[src/rtl/sram_bist_pkg.sv]
`default_nettype none
// ============================================================================
//  Module   : sram_bist_pkg
//  Purpose  : State encoding, pattern codes and pattern generator shared by
//             the SRAM built-in self-test sequencer.
//  Revision : 1.0  initial release
// ============================================================================
package sram_bist_pkg;

    typedef enum logic [2:0] {
        ST_IDLE     = 3'd0,
        ST_WR_ISSUE = 3'd1,
        ST_WR_WAIT  = 3'd2,
        ST_RD_ISSUE = 3'd3,
        ST_RD_WAIT  = 3'd4,
        ST_DONE     = 3'd5
    } state_t;

    localparam logic [1:0] c_PAT_ADDR    = 2'd0;
    localparam logic [1:0] c_PAT_NADDR   = 2'd1;
    localparam logic [1:0] c_PAT_CHECKER = 2'd2;
    localparam logic [1:0] c_PAT_ONES    = 2'd3;

    // Widest data word the generator supports; callers truncate to DATA_W.
    localparam int c_PAT_MAX_W = 64;

    function automatic logic [c_PAT_MAX_W-1:0] pattern_data(
        input logic [1:0]             pat,
        input logic [c_PAT_MAX_W-1:0] addr
    );
        logic [c_PAT_MAX_W-1:0] v;
        case (pat)
            c_PAT_ADDR:    v = addr;
            c_PAT_NADDR:   v = ~addr;
            c_PAT_CHECKER: v = addr[0] ? {(c_PAT_MAX_W/2){2'b10}}
                                       : {(c_PAT_MAX_W/2){2'b01}};
            default:       v = '1;
        endcase
        return v;
    endfunction

endpackage
`default_nettype wire

[src/rtl/sram_bist_if.sv]
`default_nettype none
// ============================================================================
//  Module   : sram_bist_if
//  Purpose  : Request/response bus between the BIST sequencer and the SRAM
//             controller.
//  Revision : 1.0  initial release
// ============================================================================
interface sram_bist_if #(
    parameter int ADDR_W = 18,
    parameter int DATA_W = 16
);
    logic              mem;
    logic              rw;
    logic [ADDR_W-1:0] addr;
    logic [DATA_W-1:0] data_f2s;
    logic              ready;
    logic [DATA_W-1:0] data_s2f_r;

    modport master (
        output mem, rw, addr, data_f2s,
        input  ready, data_s2f_r
    );

    modport slave (
        input  mem, rw, addr, data_f2s,
        output ready, data_s2f_r
    );
endinterface
`default_nettype wire

[src/rtl/sram_bist.sv]
`default_nettype none
// ============================================================================
//  Module   : sram_bist
//  Purpose  : Writes a selectable pattern to every SRAM word, reads it back,
//             counts miscompares and captures the first failing word.
//  Revision : 1.0  initial release
// ============================================================================
module sram_bist
    import sram_bist_pkg::*;
#(
    parameter int ADDR_W    = 18,
    parameter int DATA_W    = 16,
    parameter int LAST_ADDR = 2**18-1,
    parameter int ERR_W     = 16
) (
    input  wire logic              clk,
    input  wire logic              reset_n,
    input  wire logic              start,
    input  wire logic [1:0]        pattern,
    output logic                   busy,
    output logic                   done,
    output logic                   pass,
    output logic [ERR_W-1:0]       err_count,
    output logic [ADDR_W-1:0]      fail_addr,
    output logic [DATA_W-1:0]      fail_data,
    output logic [DATA_W-1:0]      fail_exp,
    sram_bist_if.master            bus
);

    localparam logic [ADDR_W-1:0] c_LAST = ADDR_W'(LAST_ADDR);

    state_t              r_state;
    state_t              w_next_state;
    logic [ADDR_W-1:0]   r_cnt;
    logic [1:0]          r_pat;
    logic [ERR_W-1:0]    r_err;
    logic [ADDR_W-1:0]   r_fail_addr;
    logic [DATA_W-1:0]   r_fail_data;
    logic [DATA_W-1:0]   r_fail_exp;

    logic                w_accept;
    logic                w_cnt_clr;
    logic                w_cnt_inc;
    logic                w_check;
    logic                w_mem;
    logic                w_rw;
    logic                w_busy;
    logic                w_done;
    logic                w_last;
    logic                w_miscompare;
    logic [DATA_W-1:0]   w_exp;

    // Expected word is a pure function of the held counter, so it doubles as
    // write data and stays stable for the whole operation.
    assign w_exp        = DATA_W'(pattern_data(r_pat, c_PAT_MAX_W'(r_cnt)));
    assign w_last       = (r_cnt == c_LAST);
    assign w_miscompare = (bus.data_s2f_r != w_exp);

    always_ff @(posedge clk or negedge reset_n) begin
        if (!reset_n) begin
            r_state <= ST_IDLE;
        end else begin
            r_state <= w_next_state;
        end
    end

    always_comb begin
        w_next_state = r_state;
        w_accept     = 1'b0;
        w_cnt_clr    = 1'b0;
        w_cnt_inc    = 1'b0;
        w_check      = 1'b0;
        w_mem        = 1'b0;
        w_rw         = 1'b0;
        w_busy       = 1'b0;
        w_done       = 1'b0;

        case (r_state)
            ST_IDLE: begin
                if (start) begin
                    w_accept     = 1'b1;
                    w_cnt_clr    = 1'b1;
                    w_next_state = ST_WR_ISSUE;
                end
            end

            ST_WR_ISSUE: begin
                w_busy = 1'b1;
                w_mem  = bus.ready;
                if (bus.ready) begin
                    w_next_state = ST_WR_WAIT;
                end
            end

            ST_WR_WAIT: begin
                w_busy = 1'b1;
                if (bus.ready) begin
                    if (w_last) begin
                        w_cnt_clr    = 1'b1;
                        w_next_state = ST_RD_ISSUE;
                    end else begin
                        w_cnt_inc    = 1'b1;
                        w_next_state = ST_WR_ISSUE;
                    end
                end
            end

            ST_RD_ISSUE: begin
                w_busy = 1'b1;
                w_rw   = 1'b1;
                w_mem  = bus.ready;
                if (bus.ready) begin
                    w_next_state = ST_RD_WAIT;
                end
            end

            ST_RD_WAIT: begin
                w_busy = 1'b1;
                w_rw   = 1'b1;
                if (bus.ready) begin
                    w_check = 1'b1;
                    if (w_last) begin
                        w_cnt_clr    = 1'b1;
                        w_next_state = ST_DONE;
                    end else begin
                        w_cnt_inc    = 1'b1;
                        w_next_state = ST_RD_ISSUE;
                    end
                end
            end

            ST_DONE: begin
                w_done = 1'b1;
                if (start) begin
                    w_accept     = 1'b1;
                    w_cnt_clr    = 1'b1;
                    w_next_state = ST_WR_ISSUE;
                end
            end

            default: begin
                w_next_state = ST_IDLE;
            end
        endcase
    end

    always_ff @(posedge clk or negedge reset_n) begin
        if (!reset_n) begin
            r_cnt       <= '0;
            r_pat       <= '0;
            r_err       <= '0;
            r_fail_addr <= '0;
            r_fail_data <= '0;
            r_fail_exp  <= '0;
        end else begin
            if (w_accept) begin
                r_pat       <= pattern;
                r_err       <= '0;
                r_fail_addr <= '0;
                r_fail_data <= '0;
                r_fail_exp  <= '0;
            end

            if (w_cnt_clr) begin
                r_cnt <= '0;
            end else if (w_cnt_inc) begin
                r_cnt <= r_cnt + ADDR_W'(1);
            end

            // A zero count means no miscompare has been captured yet.
            if (w_check && w_miscompare) begin
                if (r_err != '1) begin
                    r_err <= r_err + ERR_W'(1);
                end
                if (r_err == '0) begin
                    r_fail_addr <= r_cnt;
                    r_fail_data <= bus.data_s2f_r;
                    r_fail_exp  <= w_exp;
                end
            end
        end
    end

    assign bus.mem      = w_mem;
    assign bus.rw       = w_rw;
    assign bus.addr     = r_cnt;
    assign bus.data_f2s = w_exp;

    assign busy      = w_busy;
    assign done      = w_done;
    assign pass      = w_done && (r_err == '0);
    assign err_count = r_err;
    assign fail_addr = r_fail_addr;
    assign fail_data = r_fail_data;
    assign fail_exp  = r_fail_exp;

endmodule
`default_nettype wire
[src/flat_wrapper.sv]
// flat-port wrapper written by rule: the top's interface ports become plain ports
module sram_bist_flat import sram_bist_pkg::*;
#(
    parameter int ADDR_W    = 18,
    parameter int DATA_W    = 16,
    parameter int LAST_ADDR = 2**18-1,
    parameter int ERR_W     = 16
)
  (clk, reset_n, start, pattern, busy, done, pass, err_count, fail_addr, fail_data, fail_exp, bus_mem, bus_rw, bus_addr, bus_data_f2s, bus_ready, bus_data_s2f_r);
  sram_bist_if #(.ADDR_W(ADDR_W), .DATA_W(DATA_W)) bus_i ();
  input  wire logic clk;
  input  wire logic reset_n;
  input  wire logic start;
  input  wire logic [1:0] pattern;
  output logic busy;
  output logic done;
  output logic pass;
  output logic [ERR_W-1:0] err_count;
  output logic [ADDR_W-1:0] fail_addr;
  output logic [DATA_W-1:0] fail_data;
  output logic [DATA_W-1:0] fail_exp;
  output wire logic [$bits(bus_i.mem)-1:0] bus_mem;
  output wire logic [$bits(bus_i.rw)-1:0] bus_rw;
  output wire logic [$bits(bus_i.addr)-1:0] bus_addr;
  output wire logic [$bits(bus_i.data_f2s)-1:0] bus_data_f2s;
  input wire logic [$bits(bus_i.ready)-1:0] bus_ready;
  input wire logic [$bits(bus_i.data_s2f_r)-1:0] bus_data_s2f_r;
  assign bus_mem = bus_i.mem;
  assign bus_rw = bus_i.rw;
  assign bus_addr = bus_i.addr;
  assign bus_data_f2s = bus_i.data_f2s;
  assign bus_i.ready = bus_ready;
  assign bus_i.data_s2f_r = bus_data_s2f_r;
  sram_bist #(.ADDR_W(ADDR_W), .DATA_W(DATA_W), .LAST_ADDR(LAST_ADDR), .ERR_W(ERR_W)) u_core (.clk(clk), .reset_n(reset_n), .start(start), .pattern(pattern), .busy(busy), .done(done), .pass(pass), .err_count(err_count), .fail_addr(fail_addr), .fail_data(fail_data), .fail_exp(fail_exp), .bus(bus_i));
endmodule
[config.mk]
export PLATFORM = sky130hd
export DESIGN_NAME = sram_bist_flat
export DESIGN_NICKNAME = d
export VERILOG_FILES = /design/src/rtl/sram_bist_pkg.sv /design/src/rtl/sram_bist_if.sv /design/src/rtl/sram_bist.sv /design/src/flat_wrapper.sv
export SDC_FILE = /design/constraint.sdc
export NUM_CORES = 1
export LEC_CHECK = 0
export CAP_MARGIN = 20
export CORE_AREA = 2 2 144 146
export DETAILED_ROUTE_END_ITERATION = 12
export DIE_AREA = 0 0 146 148
export HOLD_SLACK_MARGIN = 0.12
export PLACE_DENSITY = 0.5
export SYNTH_ARGS = -nofsm -noshare
export SYNTH_HDL_FRONTEND = slang
export SYNTH_SLANG_ARGS = --single-unit
[constraint.sdc]
create_clock -name clk -period 2.55 [get_ports clk]
set_input_delay 0.765 -clock clk [delete_from_list [all_inputs] [get_ports clk]]
set_output_delay 0.765 -clock clk [all_outputs]
set_load 0.05 [all_outputs]
-- Word level (Yosys, flattened, before mapping)
Cells that the tools add are included.
- bits in registers: 89
- input port bits: 22
- output and inout bits: 105
- logic and storage cells: 75
- $add $sub $neg: 2
- eq/ne operators: 15
- muxes and demuxes: 38
- bitwise logic cells: 1
- reduce and logical (&&, ||, !) cells: 12
- operator list (operator ; count):
    $mux 16 ; 10
    $mux 18 ; 5
    $pmux 16 s3 ; 1
    $add 18x1->18 const B ; 1
    $eq 18x18->1 const B ; 1
    $mux 3 ; 6
    $add 16x1->16 const B ; 1
    $logic_not 16->1 ; 1
    $ne 16x16->1 ; 1
    $ne 16x16->1 const B ; 1
    $not 16->16 ; 1
    $pmux 3 s5 ; 1
    $mux 1 ; 13
    $ne 2x2->1 const B ; 4
    $reduce_or 2->1 ; 4
    $eq 3x2->1 const B ; 2
    $eq 3x3->1 const B ; 2
    $reduce_and 5->1 ; 1
    $reduce_or 4->1 ; 1
    $eq 3x1->1 const B ; 1
    $logic_not 3->1 ; 1
    $eq 2x1->1 const B ; 1
    $eq 2x2->1 const B ; 1
    $logic_and 1x1->1 ; 2
    other kinds (5) ; 5

-- Depth between registers and ports, before layout
- depth after elaboration: 6
- mapped depth: 11
- mapped depth without buffers: 8

-- Least setup slack after synthesis
No wires, ideal clock.
- kind: register to register
- start: register u_core.r_cnt[0] (netlist: u_core.bus.addr[0])
- end: register u_core.r_err[14] (netlist: u_core.err_count[14])
- setup time: 0.131 ns
- data arrival time: 2.959 ns
- required time: 2.419 ns
- setup slack: -0.540 ns
- stages on the path, launching flop included: 11
- path buffers: 2
- clock period less this slack: 3.090 ns
- cell sequence: dfrtp_1 -> or3b_1 -> buf_2 -> o21ai_1 -> inv_1 -> a221o_1 -> nor4_4 -> or2_1 -> buf_6 -> nor3_1 -> or3_1
- word-level cells in the longest chain between the ends: 5
- elaborated cells on any way between the ends: 6
- those cells by class: eq/ne: 1; mux: 3; bitwise: 1; reduce/logical: 1
- RTL lines (item ; RTL line ; source):
    start, declared ; sram_bist.sv:34 ; logic [ADDR_W-1:0] r_cnt;
    start signal, assigned ; sram_bist.sv:167 ; r_cnt <= r_cnt + ADDR_W'(1);
    $mux 16 ; sram_bist_pkg.sv:35 ; c_PAT_CHECKER: v = addr[0] ? {(c_PAT_MAX_W/2){2'b10}}
    $pmux 16 s3 ; sram_bist_pkg.sv:32 ; case (pat)
    net bus_data_f2s[5] ; flat_wrapper.sv:25 ; output wire logic [$bits(bus_i.data_f2s)-1:0] bus_data_f2s;
    $ne 16x16->1 ; sram_bist.sv:57 ; assign w_miscompare = (bus.data_s2f_r != w_exp);
    $logic_and 1x1->1 ; sram_bist.sv:171 ; if (w_check && w_miscompare) begin
    $mux 16 ; sram_bist.sv:171 ;
    end signal, assigned ; sram_bist.sv:173 ; r_err <= r_err + ERR_W'(1);
    end, declared ; sram_bist.sv:36 ; logic [ERR_W-1:0] r_err;
The timed path passes the listed nets, and every way through them passes these cells.
A chain may end at the register's enable or synchronous reset.

-- Final worst setup path
- start: input bus_data_s2f_r[9]
- end: register u_core.r_fail_data[4] (netlist: u_core.fail_data[4])
- word-level cells in the longest chain between the ends: 3
- RTL lines (item ; RTL line ; source):
    start, declared ; flat_wrapper.sv:27 ; input wire logic [$bits(bus_i.data_s2f_r)-1:0] bus_data_s2f_r;
    $ne 16x16->1 ; sram_bist.sv:57 ;
    $logic_and 1x1->1 ; sram_bist.sv:171 ;
    $mux 16 ; sram_bist.sv:171 ;
    end signal, assigned ; sram_bist.sv:177 ; r_fail_data <= bus.data_s2f_r;
    end, declared ; sram_bist.sv:38 ; logic [DATA_W-1:0] r_fail_data;
No other way between the ends.

==> reports/metrics.cfg <==
[cells_and_area]
drive_above_1_share_pct=35.3
diodes=0
fin_area_sq_mm=0.00848
seq_area_sq_mm=0.00224
multi_input_area_sq_mm=0.00284
nets=842
syn2layout_area_growth_pct=71.4
final_util_pct=42.3
n_fill_cell=2051

[drt]
drt_first_pass_iters=4
via_count=5042
drc=0
wl_microns=18100
drtIter0Drc=354
ant_nets=0
wl_per_cell_microns=16.6
avgViaCountPerCell=4.62

[floorplan]
core_area_sq_mm=0.0200
dieArea_sq_mm=0.0216
die_h_microns=148
initial_core_util_pct=24.7
ios=127
die_w_microns=146
row_count=52

[cts]
root_buffer=clkbuf_16
cts-buffers-inserted=9
ctsHtreeMaxLevel=3
insertion_delay_ns=0.35
clock-sinks=89
clkTransAtPathRegs_ns=0.07
clockBufferDepth=2
cts_tree=done

[yosys]
seq_area_frac_synth_pct=45.0
synth_seq_cells=89
synth_common_cells=123 x nand2_1, 89 x dfrtp_1, 62 x o21ai_0
netlist_instances=580
synth_edf_count=0
async_reset_ff_share_pct=100
synth_area_per_cell_sq_um=8.54
synth_top_area_share_pct=45.0
synth_most_common_cell=nand2_1
syn_area_sq_mm=0.00495
synth_cell_types=61
yosys_warnings=0
synthTopCellsByArea=dfrtp_1 45%, nand2_1 9.3%, o21ai_0 6.3%
synth_nets=605
yosys.area.top_type=dfrtp_1
synth_ff_type=dfrtp_1

[setup_path]
crit_arrival_ns=2.90
slowest_stage=or4_4
required_ns=2.78
critPathMostFrequentCell=buf_12
worstSetupEndpointType=flop
crit_fanout=16
path_class=in2reg
crit_chain=buf_8, inv_2, o22ai_2, o41a_1, or4_4, nor4_4, buf_4, nor3_4, buf_12, buf_12, buf_12, nand2_1, o21ai_1
slowest_delay_ns=0.56
critPathLaunchType=input pin

[global_routing]
grt_remaining_overflow=0
grt_max_degree=41
antenna_found_initial=0
grt_pass1_wl_microns=28900
grt_pass1_vias=5281
grt_util_all_layers_pct=17.0

[placement]
io_buffers=126
dp_worst_setup_slack_ns=-0.962
dp_hpwl_microns=13900
place_congestion=0.852
placed_area_sq_mm=0.00760

[power_and_ir_drop]
p_leak_nw=3.81
peakVddDrop_mv=0.437
powerDensity_mw_per_mm2=1110

[job]
max_cap_viol_count=0

[timing]
min_period_ns=2.67
min_period_over_period_pct=105
grt_setup_unrepaired=yes
slew_viol_final=0
finalSetupViolations=48
layout_setup_ws_ns=-0.119
tightest_slew_ns=0.581
slew_headroom_pct=61.1
skew_ns=0.00758
hold_viol=0
fmax_ghz=0.375

[status]
status=finished, violations left
violations=negative setup slack

[worst_hold_path]
hold_class=in2async

## power by group
part | switching (mW) | internal (mW)
Clock | 0.576 | 0.685
Combinational | 3.51 | 2.69
Sequential | 0.233 | 1.68
## routing by layer
layer | part of all wire [%] | GRT usage, %
met1 | 46 | 22.8
met2 | 47 | 27.8
met3 | 4.3 | 2.65
met4 | 2.4 | 6.17
met5 | 0 | 0
## through the flow
stage	instances	power [mW]	hold WS, ns	TNS [ns]
after global routing	1092	9.84	0.352	-7.38
after global placement	1060	7.50	0.518	-60.52
after detailed placement	1060	7.52	0.517	-59.79
after floorplan	580	4.81	0.469	-11.15
after CTS	1089	9.29	0.340	-3.75
final	1092	9.38	0.336	-2.68
## logic make-up after synthesis
logic type | synth area share, %
compound gates | 16.3
xor+xnor | 6.37
fa+ha+maj | 0.758
buf+inv | 5.46
flops | 45.0
mux | 2.65
simple gates | 23.5
## final timing paths
| path | startpoint | endpoint | slack [ns] | depth (start not counted) |
|---|---|---|---|---|
| setup / recovery | bus_data_s2f_r[9] | u_core.fail_data[4] | -0.12 | 13 |
| max in group asynchronous | reset_n | u_core.fail_data[1] | 1.65 | 2 |
| hold / removal | reset_n | u_core.err_count[3] | 0.34 | 1 |
| min in group clk | u_core.fail_data[14] | u_core.fail_data[14] | 0.52 | 2 |
| hold reg to reg | u_core.fail_data[14] | u_core.fail_data[14] | 0.52 | 2 |
| setup reg to reg | u_core.r_pat[0] | u_core.fail_data[4] | -0.11 | 13 |
## flip-flops by register name, indices dropped and copies added, names as in the netlist
signal            cells
u_core.bus.addr      18
u_core.fail_addr     18
u_core.err_count     16
u_core.fail_data     16
u_core.fail_exp      16
u_core.r_state        3
u_core.r_pat          2
## cell usage in the layout (no fill, tap or decap), types with 4 or more instances in the layout
cell	n
nor2_2	8
o21ai_1	22
dlymetal6s2s_1	4
dfrtp_2	10
nand3_1	13
mux2i_1	12
a22oi_1	4
dfrtp_1	79
nor2b_1	9
clkdlybuf4s50_1	73
nand2_1	122
clkbuf_16	9
buf_12	30
nor2_1	29
o21ai_4	7
o21ai_2	6
nor3_1	8
inv_2	11
a21o_1	4
buf_4	120
nand3b_1	5
o21ai_0	32
and2_1	8
inv_1	13
and3_1	7
xnor2_1	6
nand2b_1	5
xor2_1	27
buf_6	27
nand4_1	6
## critical path, delay by kind of cell
family / cells / cell delay, ns
simple gates: 4 / 0.80
buf+inv: 6 / 0.73
compound gates: 3 / 0.57
## what timing repair did
item                                    CTS  global route
endpoints found under the setup margin   80            87
hold buffers                              0             0
gates resized for setup                 166            46
setup buffers                            13             5
pin swaps                                33            18
cloned                                    1             0
## final cells by class
type	instances	area share [%]
clock buffer	11	2.86
clock inverter	5	0.369
timing repair buffer	266	31.8
multi-input combinational	427	33.5
sequential	89	26.4
inverter	24	1.06
tap	270	3.98
Note: power is estimated with default switching activity, not from simulation.
